### config.mk
export PLATFORM = sky130hd
export DESIGN_NAME = ifu_seq
export DESIGN_NICKNAME = d
export VERILOG_FILES = /design/src/rtl/ifu_seq.sv
export SDC_FILE = /design/constraint.sdc
export NUM_CORES = 1
export LEC_CHECK = 0
export CAP_MARGIN = 20
export CORE_UTILIZATION = 47
export DETAILED_ROUTE_END_ITERATION = 16
export PLACE_DENSITY = 0.8
export SYNTH_ARGS = -nofsm -noshare
export SYNTH_HDL_FRONTEND = slang
export SYNTH_SLANG_ARGS = --single-unit
### constraint.sdc
create_clock -name clk -period 2.6 [get_ports clk]
set_input_delay 0.52 -clock clk [delete_from_list [all_inputs] [get_ports clk]]
set_output_delay 0.52 -clock clk [all_outputs]
set_load 0.02 [all_outputs]
### src/rtl/ifu_seq.sv
// Instruction fetch sequencer: walks a fetch PC through instruction memory and
// presents one registered word per cycle. Optional halt-on-syscall: IFU_SEQ_HALT_EN.
module ifu_seq (
  input  logic        clk,
  input  logic        rst_n,
  output logic [9:0]  im_addr,
  input  logic [31:0] im_dout,
  output logic [31:0] instr,
  output logic [31:0] instr_pc,
  output logic        instr_valid,
  input  logic        instr_ready,
  input  logic        redirect,
  input  logic [31:0] redirect_pc,
  output logic [31:0] fetch_cnt,
  output logic        halted
);

  // Output handshake: instr/instr_pc are transferred on any rising edge where
  // instr_valid & instr_ready; while valid and not ready they hold steady.

  localparam logic [31:0] RESET_PC = 32'h0000_3000;
  localparam logic [31:0] SYSCALL  = 32'h0000_000C;

  typedef enum logic [1:0] {IDLE, RUN, HALT} state_t;

  state_t      state, state_n;
  logic [31:0] fpc, fpc_n;
  logic [31:0] instr_n, instr_pc_n, fetch_cnt_n;
  logic        instr_valid_n;
  logic        handshake, load;
  logic        unused_pc_bits;

  assign im_addr        = fpc[11:2];
  assign handshake      = instr_valid & instr_ready;
  assign load           = (state == RUN) & (~instr_valid | instr_ready);
  assign unused_pc_bits = ^redirect_pc[1:0];

`ifdef IFU_SEQ_HALT_EN
  assign halted = (state == HALT);
`else
  assign halted = 1'b0;
`endif

  always_comb begin
    state_n       = state;
    fpc_n         = fpc;
    instr_n       = instr;
    instr_pc_n    = instr_pc;
    instr_valid_n = instr_valid;
    fetch_cnt_n   = fetch_cnt;

    // A consumed word drops out unless a load below replaces it.
    if (handshake) begin
      instr_valid_n = 1'b0;
      fetch_cnt_n   = fetch_cnt + 32'd1;
    end

    case (state)
      IDLE: state_n = RUN;
      RUN: begin
        if (load && !redirect) begin
          instr_n       = im_dout;
          instr_pc_n    = fpc;
          instr_valid_n = 1'b1;
          fpc_n         = fpc + 32'd4;
`ifdef IFU_SEQ_HALT_EN
          if (im_dout == SYSCALL) state_n = HALT;
`endif
        end
      end
      HALT: if (redirect) state_n = RUN;
      default: state_n = IDLE;
    endcase

    // Redirect wins over any load and flushes the presented word.
    if (redirect) begin
      fpc_n         = {redirect_pc[31:2], 2'b00};
      instr_valid_n = 1'b0;
    end
  end

  always_ff @(posedge clk or negedge rst_n) begin
    if (!rst_n) begin
      state       <= IDLE;
      fpc         <= RESET_PC;
      instr       <= '0;
      instr_pc    <= '0;
      instr_valid <= 1'b0;
      fetch_cnt   <= '0;
    end else begin
      state       <= state_n;
      fpc         <= fpc_n;
      instr       <= instr_n;
      instr_pc    <= instr_pc_n;
      instr_valid <= instr_valid_n;
      fetch_cnt   <= fetch_cnt_n;
    end
  end

endmodule

==> impl_metrics.env <==
export IMPL_worst_endpoint_required_ns=2.92
export IMPL_startpoint="fpc[2]$_DFFE_PN0P_"
export IMPL_rsz0062_at_grt="false"
export IMPL_numCtsBuffers=17
export IMPL_clk_pin_slew_ns=0.05
export IMPL_synthArstFlopShare_pct=100
export IMPL_crit_slowest_cell="or4_1"
export IMPL_crit_path_frequent_cell="or4_1"
export IMPL_route_detailed_drc=0
export IMPL_postSynthAreaPerCell_um2=11.3
export IMPL_finalPower_w=0.00633
export IMPL_cts_tree="done"
export IMPL_placed_cell_area_um2=7690
export IMPL_outcome="finished, final reports clean"
export IMPL_critPathBufInv=1
export IMPL_pwr_density_cell_nw_per_um2=762
export IMPL_core_area_um2=12000
export IMPL_finalWeightedCongestion=0.847
export IMPL_synth_cell_types=39
export IMPL_fin_crit_sh_pct=87.7
export IMPL_yosys_most_used_dff="dfrtp_1"
export IMPL_grt_pass1_vias=4665
export IMPL_worstReg2RegStart="fpc[2]$_DFFE_PN0P_"
export IMPL_fin_skew_ns=0.00681
export IMPL_viasPerCell=5.64
export IMPL_placementRows=40
export IMPL_drive_above_1_share_pct=17.2
export IMPL_finalHoldWorstSlack_ns=0.0571
export IMPL_final_cell_mix="clkdlybuf4s50_1 (169), dfrtp_1 (124), mux2_2 (63), nand2_1 (34)"
export IMPL_arrival_ns=2.60
export IMPL_io_buffers=170
export IMPL_htreeDepth=4
export IMPL_num_io_pins=176
export IMPL_clock_latency_ns=0.41
export IMPL_die_x_um=113
export IMPL_die_area_um2=12800
export IMPL_slew_violations=0
export IMPL_yosysWarnings=0
export IMPL_initial_core_util_pct=48.4
export IMPL_area_growth_syn_to_layout_pct=42.8
export IMPL_vias=4752
export IMPL_n_antenna_cell=0
export IMPL_synth_edf_count=0
export IMPL_cts_hold_buf=0
export IMPL_synthCells=514
export IMPL_drtAntennaViolNets=0
export IMPL_max_slew_margin_rel_pct=39.3
export IMPL_antenna_found_initial=0
export IMPL_nets=753
export IMPL_cp_cell_sequence="ha_1 -> nand2_1 -> or4_1 -> buf_4 -> or4_1 -> a31oi_1"
export IMPL_fp_dieH_um=113
export IMPL_design_area_um2=8300
export IMPL_cts_buffer_depth=2
export IMPL_leakagePower_nw=3.33
export IMPL_crit_fanout=22
export IMPL_grt_max_degree=41
export IMPL_critPathMaxStageDelay_ns=0.54
export IMPL_drtIter0Drc=315
export IMPL_finalSetupViolations=0
export IMPL_fin_crit_ns=2.28
export IMPL_clkSinkCount=126
export IMPL_tightestPinTransition_ns=0.910
export IMPL_worst_setup_path_end_kind="register"
export IMPL_drtPass1Iterations=5
export IMPL_syn_area_um2=5810
export IMPL_cts_repair_resized=0
export IMPL_mostFrequentLayoutCell="clkdlybuf4s50_1"
export IMPL_wl_per_cell_um=17.2
export IMPL_wl_um=14500
export IMPL_worstSetupStartpointType="register"
export IMPL_min_path_type="in2async"
export IMPL_fin_ws_ns=0.319
export IMPL_hold_viol=0
export IMPL_grt_pass1_wl_um=23700
export IMPL_cts_root_buf="clkbuf_16"
export IMPL_post_cts_repair_setup_buffers=0
export IMPL_globalRouteOverflowTotal=0
export IMPL_critPathKind="reg2reg"
export IMPL_maxCapViolations=0
export IMPL_ys_seq_area_share_pct=54.3
export IMPL_fmax_mhz=438
export IMPL_ys_ff_latch=126
export IMPL_vdd_ir_drop_max_v=0.000474
export IMPL_grtUsageTotal_pct=23.9
export IMPL_dp_hpwl_um=10300
export IMPL_pre_cts_slack_ns=-0.0456
export IMPL_crit_family="simple AND/OR/NAND/NOR gates"
==> power by group <==
group	leakage, nW	internal [W]	switching, W
clock network	0.297	0.00159	0.000812
registers	1.53	0.00224	0.000233
logic	1.50	0.000762	0.000689
total	3.33	0.00459	0.00173
==> through the flow <==
stage | util (%) | std cells | setup TNS, ns
2_1_floorplan | - | 516 | 0
3_3_place_gp | 64.0 | 811 | -0.0804
5_1_grt | 69.1 | 843 | 0
3_5_place_dp | 64.0 | 811 | -0.164
4_1_cts | 69.1 | 843 | 0
6_report | 69.1 | 843 | 0
==> cell type report <==
| cell class | count | area (um^2) |
|---|---|---|
| Clock buffer | 28 | 537 |
| Inverter | 11 | 41.3 |
| Tap cell | 147 | 184 |
| Multi-Input combinational cell | 338 | 2430 |
| Fill cell | 879 | 3710 |
| Timing Repair Buffer | 189 | 1880 |
| Sequential cell | 126 | 3160 |
| Clock inverter | 4 | 72.6 |
==> routing by layer <==
layer  GRT usage (%)  part of all wire (%)  vias to the layer above
met1            28.7                    40                     2317
met5               0                     0                        -
met2            39.9                    51                      206
li1                -                     -                     2196
met3            6.48                   6.7                       33
met4            11.5                   2.4                        0
==> worst reg2reg max path, stage by stage (launching register included) <==
cell and delay, ns:
dfrtp_1 0.44, ha_1 0.18, nand2_1 0.10, or4_1 0.54, buf_4 0.23, or4_1 0.50
a31oi_1 0.20
==> cells by family after synthesis <==
kind of cell | share of synthesized area (%)
multiplexers | 12.4
AO/OA/AOI/OAI | 6.31
adder cells (fa/ha/maj) | 0.431
other | 0.129
XOR/XNOR | 5.43
flip-flops | 54.3
buffers and inverters | 4.24
AND/OR/NAND/NOR | 16.8
==> final timing paths <==
| path | endpoint | slack [ns] | cells after the start |
|---|---|---|---|
| min reg2reg | fetch_cnt[31]$_DFFE_PN0P_ | 0.47 | 1 |
| max in group asynchronous | instr_pc[28]$_DFFE_PN0P_ | 1.84 | 2 |
| max | fpc[16]$_DFFE_PN0P_ | 0.32 | 6 |
| min in group clk | fetch_cnt[31]$_DFFE_PN0P_ | 0.47 | 1 |
| max reg2reg | fpc[16]$_DFFE_PN0P_ | 0.32 | 6 |
| min | instr_pc[9]$_DFFE_PN0P_ | 0.06 | 1 |
==> registers in the layout, summed over array words and instances, names as in the netlist <==
signal / cells
fpc: 30
instr_pc: 30
instr_valid: 1
state: 1
fetch_cnt: 32
instr: 32
==> synth_stat cells, types with 6 or more instances <==
cell type  count  area, um^2
dfrtp_1      124        3100
mux2_2        63         709
nand2_1       34         128
nand4_1       30         188
xnor2_1       30         263
nand3_1       29         145
nor2_1        27         101
clkbuf_1      25        93.8
o31ai_1       17         128
or4_1         16         120
a31oi_1       14        87.6
buf_4         13        97.6
inv_1         11        41.3
nor3_1         9        45.0
o21ai_0        9        45.0
and3_1         6        37.5
and4_1         6        52.6
nor2b_1        6        37.5
nor4_1         6        37.5
xor2_1         6        52.6
No activity file was read; power rests on OpenSTA's default activity.
==> RTL edit: new RTL, same settings <==
Build with the macro `IFU_SEQ_HALT_EN` defined.
--- a/src/rtl/ifu_seq.sv
+++ b/src/rtl/ifu_seq.sv
@@ -1,5 +1,7 @@
 // Instruction fetch sequencer: walks a fetch PC through instruction memory and
 // presents one registered word per cycle. Optional halt-on-syscall: IFU_SEQ_HALT_EN.
+`define IFU_SEQ_HALT_EN
+
 module ifu_seq (
   input  logic        clk,
   input  logic        rst_n,
Formal check against the unedited RTL: not equivalent (a bounded check fails within 4 cycles, from zero or initial values and one cycle with rst_n low).
==> RTL edit against the unedited design <==
- die area is 1.4% lower
- first-iteration DRC count is 43% lower
- largest cell class unchanged
- register-to-register slack better by 0.34 ns
- total power is 6.9% lower
- cell area is 2.3% lower
- worst setup slack better by 0.18 ns
- sequential cell count is 1 higher
- synthesized area is 1.4% lower
- clock power is 8% lower
- critical path depth is 4 lower
- wire length is 9.9% lower
==> RTL edit: results (changes against the unedited design) <==
set qor(crit_path_start) {state[0]$_DFFE_PN0P_}
set qor(post_drt_via_cell_ratio) 5.291 ;# -6.1%
set qor(dp_hpwl_um) 9251 ;# -10%
set qor(path_delay_family) {buffers and inverters}
set qor(crit-reg2reg-capture) {fpc[31]$_DFFE_PN0P_}
set qor(syn-instance-count) 478 ;# -7.0%
set qor(synth.yosys.seq_area_share_pct) 55.51 ;# +1.2 points
set qor(largest_net_degree_at_the_start_of_global_routing) 59 ;# +44%
set qor(critical_path.slowest_cell) {sky130_fd_sc_hd__clkdlybuf4s50_1}
set qor(filler_cell_count) 854 ;# -2.8%
set qor(finClkSkew_ns) 0.006255 ;# -0.0005541 ns
set qor(num_vias) 4259 ;# -10%
set qor(slowest_delay_ns) 0.65 ;# +0.11 ns
set qor(yosysUniqueCellTypes) 43 ;# +10%
set qor(reg2reg_from) {fpc[13]$_DFFE_PN1P_}
set qor(met2WireLength_um) 6434 ;# -13%
set qor(share_of_total_power_in_the_clock_network_pct) 37.4 ;# -0.6 points
set qor(io_buffers) 171 ;# +0.59%
set qor(wire_per_inst_um) 16.24 ;# -5.7%
set qor(placedCellCount) 774 ;# -4.6%
set qor(drt_pass1_iterations) 4 ;# -1
set qor(powerDensity_nw_per_um2) 726.0 ;# -4.8%
set qor(synth.top_cells.by_area) {sky130_fd_sc_hd__dfrtp_1, sky130_fd_sc_hd__mux2_2, sky130_fd_sc_hd__xnor2_1}
set qor(final_layout_size_suffix_gt1_share_pct) 18.73 ;# +1.5 points
set qor(groute.usage.overall_pct) 22.44 ;# -1.5 points
set qor(finish.net_count) 720 ;# -4.4%
set qor(global_route_wire_length_before_repair_um) 21840 ;# -7.8%
set qor(p_leak_nw) 3.371 ;# +1.3%
set qor(final_hold_slack_ns) 0.04234 ;# -0.01472 ns
set qor(synth.top_cells.by_count) {sky130_fd_sc_hd__dfrtp_1, sky130_fd_sc_hd__mux2_2, sky130_fd_sc_hd__nand2_1}
set qor(run_status) {finished clean}
set qor(worst_path_arrival_ns) 1.58 ;# -1.02 ns
set qor(dp_worst_slack_ns) 0.2276 ;# +0.2733 ns
set qor(worst-path-max-fanout) 5 ;# -77%
set qor(comb_power_share_pct) 21.4 ;# -1.5 points
set qor(timing.final.crit_period_ns) 2.099 ;# -0.1815 ns
set qor(r2r_cells) 5 ;# -1
set qor(gpl.final_weighted_congestion) 0.8325 ;# -1.7%
set qor(timing.reg2reg.setup_slack_ns) 0.66 ;# +0.34 ns
[RTL edit: changes by cell type after synthesis, moves of 4 or more]
cell                       change
sky130_fd_sc_hd__xnor2_1      +22
sky130_fd_sc_hd__a22oi_1       -4
sky130_fd_sc_hd__o31ai_1      -17
sky130_fd_sc_hd__nor2_1       -18
sky130_fd_sc_hd__or4_1        -16
sky130_fd_sc_hd__o21ai_0      +20
sky130_fd_sc_hd__nor4_1       +11
sky130_fd_sc_hd__buf_2         +6
sky130_fd_sc_hd__clkbuf_1     -18
sky130_fd_sc_hd__a31oi_1      -14
sky130_fd_sc_hd__nand3_1      -13
sky130_fd_sc_hd__nand2_1      +19
sky130_fd_sc_hd__nand4_1      -19
[RTL edit: metal layers]
layer	GRT usage (%)	up-vias
li1	-	2004
met5	0	-
met4	11.73	0
met3	5.670	32
met2	37.06	144
met1	27.31	2079
[RTL edit: layout make-up]
type / count / area [um^2] / share of cell area, %
clock inverters: 7 / 60.06 / 0.7404
repair buffers: 182 / 1824 / 22.49
inverters: 8 / 30.03 / 0.3702
flip-flops and latches: 127 / 3181 / 39.21
well taps: 143 / 178.9 / 2.206
clock buffers: 24 / 491.7 / 6.062
multi-input cells: 314 / 2346 / 28.92
[RTL edit: cells by family (layout without fill, tap and decap cells)]
logic type | after synthesis | count (layout) | share of synthesized area [%]
xor+xnor | 60 | 60 | 9.172
other cells | 1 | 2 | 0.06545
buf+inv | 38 | 221 | 3.735
flops | 127 | 127 | 55.51
simple gates | 153 | 153 | 15.46
compound gates | 32 | 32 | 2.861
fa+ha+maj | 2 | 2 | 0.4367
mux | 65 | 65 | 12.75
